[src/rtl/olr_lane_egress_buffer.sv]
// olr_lane_egress_buffer
//
// Per-lane receive buffer that sits directly after the OLR egress stage. It
// paces the egress stage with single-cycle request pulses, captures one word
// per request into a FIFO, and drains stored words to the lane link
// transmitter over a valid/ready stream. The stream is either cut-through or
// store-and-forward, selected by STORE_FWD.
//
// Ports:
//   clk          rising-edge clock
//   reset        synchronous reset, active-high
//   data_in      egress word: [34:32] flag (100 = more, 000 = last), [31:0] data; 0 = no word
//   buffer_ready registered request pulse to the egress stage
//   tx_data      payload at the FIFO head (zero when tx_valid is low)
//   tx_last      head word is the final word of a packet
//   tx_valid     tx_data/tx_last valid
//   tx_ready     transmitter accepts on tx_valid && tx_ready
//   fifo_count   number of stored words
//   pkt_count    packets fully drained since reset (wraps)
//   frame_err    sticky illegal-flag indicator
module olr_lane_egress_buffer #(
    parameter int unsigned DEPTH     = 16,
    parameter int unsigned ADDR_W    = 4,
    parameter bit          STORE_FWD = 1'b1
) (
    input  logic              clk,
    input  logic              reset,
    input  logic [34:0]       data_in,
    output logic              buffer_ready,
    output logic [31:0]       tx_data,
    output logic              tx_last,
    output logic              tx_valid,
    input  logic              tx_ready,
    output logic [ADDR_W:0]   fifo_count,
    output logic [15:0]       pkt_count,
    output logic              frame_err
);

    localparam int unsigned CntW = ADDR_W + 1;
    localparam logic [CntW-1:0] DepthCnt = CntW'(DEPTH);

    localparam logic [1:0] StIdle = 2'd0;
    localparam logic [1:0] StReq  = 2'd1;
    localparam logic [1:0] StCap  = 2'd2;

    localparam logic [2:0] FlagMore = 3'b100;
    localparam logic [2:0] FlagLast = 3'b000;

    // Storage: {last, data}
    logic [32:0]       mem [DEPTH];

    logic [1:0]        state_q, state_d;
    logic              br_q, br_d;
    logic [ADDR_W-1:0] wr_ptr_q, rd_ptr_q;
    logic [CntW-1:0]   count_q, count_d;
    logic [CntW-1:0]   spkt_q, spkt_d;     // complete packets currently stored
    logic [15:0]       pkt_q;
    logic              ferr_q;

    logic [2:0]        flag;
    logic              push, push_last, push_bad;
    logic              pop, pop_last, valid;
    logic [32:0]       head;

    always_comb begin
        flag      = data_in[34:32];
        push      = (state_q == StCap) && (data_in != '0);
        push_last = (flag != FlagMore);
        push_bad  = (flag != FlagMore) && (flag != FlagLast);

        head      = mem[rd_ptr_q];
        valid     = (count_q != '0) && (!STORE_FWD || (spkt_q != '0));
        pop       = valid && tx_ready;
        pop_last  = head[32];

        count_d   = count_q + CntW'(push) - CntW'(pop);
        spkt_d    = spkt_q + CntW'(push && push_last) - CntW'(pop && pop_last);
    end

    // Request FSM. CAP looks at the post-edge occupancy so that a word landing
    // in the last free slot suppresses the back-to-back request.
    always_comb begin
        state_d = StIdle;
        unique case (state_q)
            StIdle:  state_d = (count_q < DepthCnt) ? StReq : StIdle;
            StReq:   state_d = StCap;
            StCap:   state_d = (count_d < DepthCnt) ? StReq : StIdle;
            default: state_d = StIdle;
        endcase
        br_d = (state_d == StReq);
    end

    always_ff @(posedge clk) begin
        if (reset) begin
            state_q  <= StIdle;
            br_q     <= 1'b0;
            wr_ptr_q <= '0;
            rd_ptr_q <= '0;
            count_q  <= '0;
            spkt_q   <= '0;
            pkt_q    <= '0;
            ferr_q   <= 1'b0;
        end else begin
            state_q <= state_d;
            br_q    <= br_d;
            count_q <= count_d;
            spkt_q  <= spkt_d;
            if (push) begin
                wr_ptr_q <= wr_ptr_q + ADDR_W'(1);
            end
            if (pop) begin
                rd_ptr_q <= rd_ptr_q + ADDR_W'(1);
            end
            if (pop && pop_last) begin
                pkt_q <= pkt_q + 16'd1;
            end
            if (push && push_bad) begin
                ferr_q <= 1'b1;
            end
        end
    end

    // Storage array needs no reset; contents are only visible behind tx_valid.
    always_ff @(posedge clk) begin
        if (push) begin
            mem[wr_ptr_q] <= {push_last, data_in[31:0]};
        end
    end

    always_comb begin
        buffer_ready = br_q;
        tx_valid     = valid;
        tx_data      = valid ? head[31:0] : 32'd0;
        tx_last      = valid && head[32];
        fifo_count   = count_q;
        pkt_count    = pkt_q;
        frame_err    = ferr_q;
    end

endmodule

[config.mk]
export PLATFORM = sky130hd
export DESIGN_NAME = olr_lane_egress_buffer
export DESIGN_NICKNAME = d
export VERILOG_FILES = /design/src/rtl/olr_lane_egress_buffer.sv
export SDC_FILE = /design/constraint.sdc
export NUM_CORES = 1
export LEC_CHECK = 0
export ABC_AREA = 1
export CAP_MARGIN = 10
export CORE_MARGIN = 10
export CORE_UTILIZATION = 32
export CTS_CLUSTER_SIZE = 8
export DETAILED_ROUTE_END_ITERATION = 8
export GPL_ROUTABILITY_DRIVEN = 0
export SLEW_MARGIN = 20
export SYNTH_ARGS = -nofsm -noshare
export SYNTH_HDL_FRONTEND = slang
export SYNTH_SLANG_ARGS = --single-unit
[constraint.sdc]
create_clock -name clk -period 5.7 [get_ports clk]
set_clock_uncertainty 0.15 [all_clocks]
set_input_delay 0.855 -clock clk [delete_from_list [all_inputs] [get_ports clk]]
set_output_delay 0.855 -clock clk [all_outputs]
set_load 0.1 [all_outputs]
==> metrics.md <==
| Metric | Value |
|---|---|
| Post-detailed-route via-to-cell ratio | `5.163` |
| Cell count after synthesis | `1936` |
| Number of gates given a new drive strength after cts | `0` |
| Antenna violations before repair | `4` |
| #FFs+latches synth | `570` |
| Vertical extent of the die | `289.0 µm` |
| Post-synth cell types | `33` |
| Count of unresolved DRC violations after routing | `0` |
| Ys async rst share | `0` |
| Final period util | `0.8796` |
| Number of pins exceeding their max-slew limit in the final report | `0` |
| Drt total wl | `64.17 mm` |
| Max-slew headroom at the worst pin | `0.2548` |
| Vias in the first global route | `15150` |
| Share of the core filled with cells in the final layout | `0.3840` |
| Arrival time at the worst endpoint | `4010 ps` |
| Min Tclk post-route | `5014 ps` |
| Endpoint required time on the critical path | `4700 ps` |
| Path type of the worst setup path | `register to primary output` |
| RSZ-0062 raised after global routing | `false` |
| Area share of the largest cell type after synthesis | `0.6849` |
| Reported leakage power | `0.009195 µW` |
| Post-Layout Inst Area | `27500 µm²` |
| Total placed instance area | `25220 µm²` |
| Top cells by instance count after synthesis | `sky130_fd_sc_hd__edfxtp_1 (528), sky130_fd_sc_hd__nor2_1 (375), sky130_fd_sc_hd__o21ai_0 (292)` |
| Register area share after synthesis | `0.7212` |
| Wire length on met3 | `5.513 mm` |
| Die Outline Area | `83510 µm²` |
| R2R depth | `15` |
| Initial cell density of the core | `0.3233` |
| Largest cells by area after synthesis | `sky130_fd_sc_hd__edfxtp_1 (68%), sky130_fd_sc_hd__o21ai_0 (6.3%), sky130_fd_sc_hd__nor2_1 (6.1%)` |
| Number of nets still failing antenna checks after routing | `0` |
| Cells on Worst Hold Path | `2` |
| Total via count after detailed routing | `15640` |
| Worst hold path type | `register to register` |
| Dominant cell by count in the synthesized netlist | `sky130_fd_sc_hd__edfxtp_1` |
| Clk_lat worst skew | `630 ps` |
| Fillcell total | `6766` |
| Buffer levels on the longest clock path | `3` |
| TritonCTS clock tree | `built` |
| Overall die width | `289.0 µm` |
| Placed wire-length estimate after detailed placement | `34.92 mm` |
| Pin slew with the least headroom to its limit | `1118 ps` |
| Max-cap violations | `0` |
| Uppermost layer routed | `met5` |
| Outcome | `finished clean` |
| I/O pin count | `95` |
| Fmax achieved | `0.1995 GHz` |
| Net count of the mapped netlist | `1994` |
| Number of endpoints failing setup at the final stage | `0` |
| Level count of the clock H-tree | `3` |
| First-pass GRT wire length | `95.31 mm` |
| Origin of the worst min-delay path | `frame_err` |
| Biggest area consumer among synthesized cells | `sky130_fd_sc_hd__edfxtp_1` |
| EDFF count, synth | `528` |
| Detailed route wirelength on metal2 | `30.04 mm` |
| Total clock sinks | `570` |
| Final global-route overflow total | `0` |
| Clock root buffer master | `sky130_fd_sc_hd__clkbuf_16` |
| Pin count of the biggest net entering global routing | `154` |
| Routed WL per cell | `21.18 µm` |
| Row cnt | `98` |
| Area added between synthesis and finish | `18.77%` |
| Placeable core region | `71610 µm²` |
| Global-route total usage across every layer | `0.1511` |
| # placed instances | `2924` |
| Total setup buffers inserted after CTS | `0` |
| Post-synth design cell area | `23150 µm²` |
| Setup slack, reg-to-reg | `1730 ps` |
| Post-route met1 wirelength | `26.98 mm` |
| Syn_area_per_cell | `11.96 µm²` |
| Final layout net count | `2115` |
| Worst reg2reg endpoint | `spkt_q[4]` |
| Total iterations of the first detailed-routing run | `5` |
| Top fanout value on the critical path | `109` |
| TNS Setup | `0 ps` |
| Power per cell area | `499.2 nW/µm²` |
| Endpoint, Worst Hold | `frame_err` |
| Total count of hold-check failures in the final report | `0` |
| CP startpoint kind | `register` |
| Syn. warnings | `0` |
| # port buffers | `94` |
| Clock-pin transition on the worst setup and hold timing paths | `50 ps` |
| Post-CTS Hold Fix Bufs | `0` |
| Count of inserted antenna diode cells | `0` |
| Peak supply drop | `0.0008558 V` |
| Fraction of layout cells with a size suffix above 1 | `0.1038` |
| Number of violations reported at the end of detailed-routing iteration 0 | `1557` |
| Total clock buffers created by CTS | `81` |
| Dominant synthesized flop cell | `sky130_fd_sc_hd__edfxtp_1` |
| Critical Path Sink Type | `primary output` |
| Final instance count without filler cells | `3030` |
[logic make-up (layout without fill, tap and decap cells)]
kind of cell,after synthesis,count (layout),synth area share
adder cells (fa/ha/maj),20,20,0.01146
flip-flops,570,570,0.7212
buffers and inverters,189,333,0.03551
XOR/XNOR,7,7,0.002648
AO/OA/AOI/OAI,480,480,0.1120
AND/OR/NAND/NOR,670,670,0.1172
[final cells by class]
class	count	area [µm²]	area share
flip-flops and latches	570	16710	0.6077
multi-input cells	1177	5713	0.2078
clock buffers	100	2151	0.07822
repair buffers	157	1344	0.04887
well taps	950	1189	0.04323
inverters	70	270.3	0.009829
clock inverters	6	121.4	0.004414
[state kept, by name, summed over array words and instances (netlist names), named ones only]
register	cells
mem	528
pkt_count	16
fifo_count	5
spkt_q	5
rd_ptr_q	4
wr_ptr_q	4
state_q	2
buffer_ready	1
frame_err	1
[worst max-delay path, stage by stage, from the launching register on]
cell and delay, ps:
sky130_fd_sc_hd__dfxtp_4 740, sky130_fd_sc_hd__buf_4 940, sky130_fd_sc_hd__o21ai_0 230, sky130_fd_sc_hd__o21ai_0 220
sky130_fd_sc_hd__nand2_1 80, sky130_fd_sc_hd__nand3_1 120, sky130_fd_sc_hd__nand2_1 70, sky130_fd_sc_hd__a21oi_1 520
sky130_fd_sc_hd__buf_4 410
[where the power goes]
group / switching [µW] / total, µW / internal [µW]
logic: 3600 / 4590 / 991
clock network: 1710 / 4340 / 2630
registers: 115 / 4800 / 4680
[metrics by stage]
step | total power (µW) | setup slack (ps) | hold WS [ps]
after floorplan | 8256 | 431.9 | 280.6
after global placement | 9434 | 1257 | 294.6
after detailed placement | 9477 | 1252 | 299.4
after CTS | 13850 | 754.8 | 306.1
after global routing | 14370 | 491.2 | 317.8
final | 13730 | 686.5 | 305.5
[per-layer routing]
metal  vias to the layer above  global-route usage
met5                         -                   0
met4                         8             0.04832
met3                       127             0.04098
met2                       638              0.2409
met1                      7688              0.1978
li1                       7182                   -
[worst max-delay path by stage]
stage | start | to | slack [ps]
after floorplan | fifo_count[2] | tx_data[22] | 430
after global placement | data_in[17] | state_q[0] | 1260
after detailed placement | data_in[17] | state_q[0] | 1250
after CTS | register | tx_data[20] | 750
after global routing | register | tx_data[20] | 490
final | register | tx_data[0] | 690
[cell usage in the layout, fill, tap and decap left out, types with 55 or more instances in the layout]
master	count
sky130_fd_sc_hd__buf_4	95
sky130_fd_sc_hd__clkbuf_16	83
sky130_fd_sc_hd__clkdlybuf4s50_1	61
sky130_fd_sc_hd__edfxtp_1	528
sky130_fd_sc_hd__inv_1	65
sky130_fd_sc_hd__nand2_1	187
sky130_fd_sc_hd__nand3_1	62
sky130_fd_sc_hd__nor2_1	375
sky130_fd_sc_hd__o21ai_0	292
sky130_fd_sc_hd__o21ai_1	55
No activity file was read; power rests on OpenSTA's default activity.
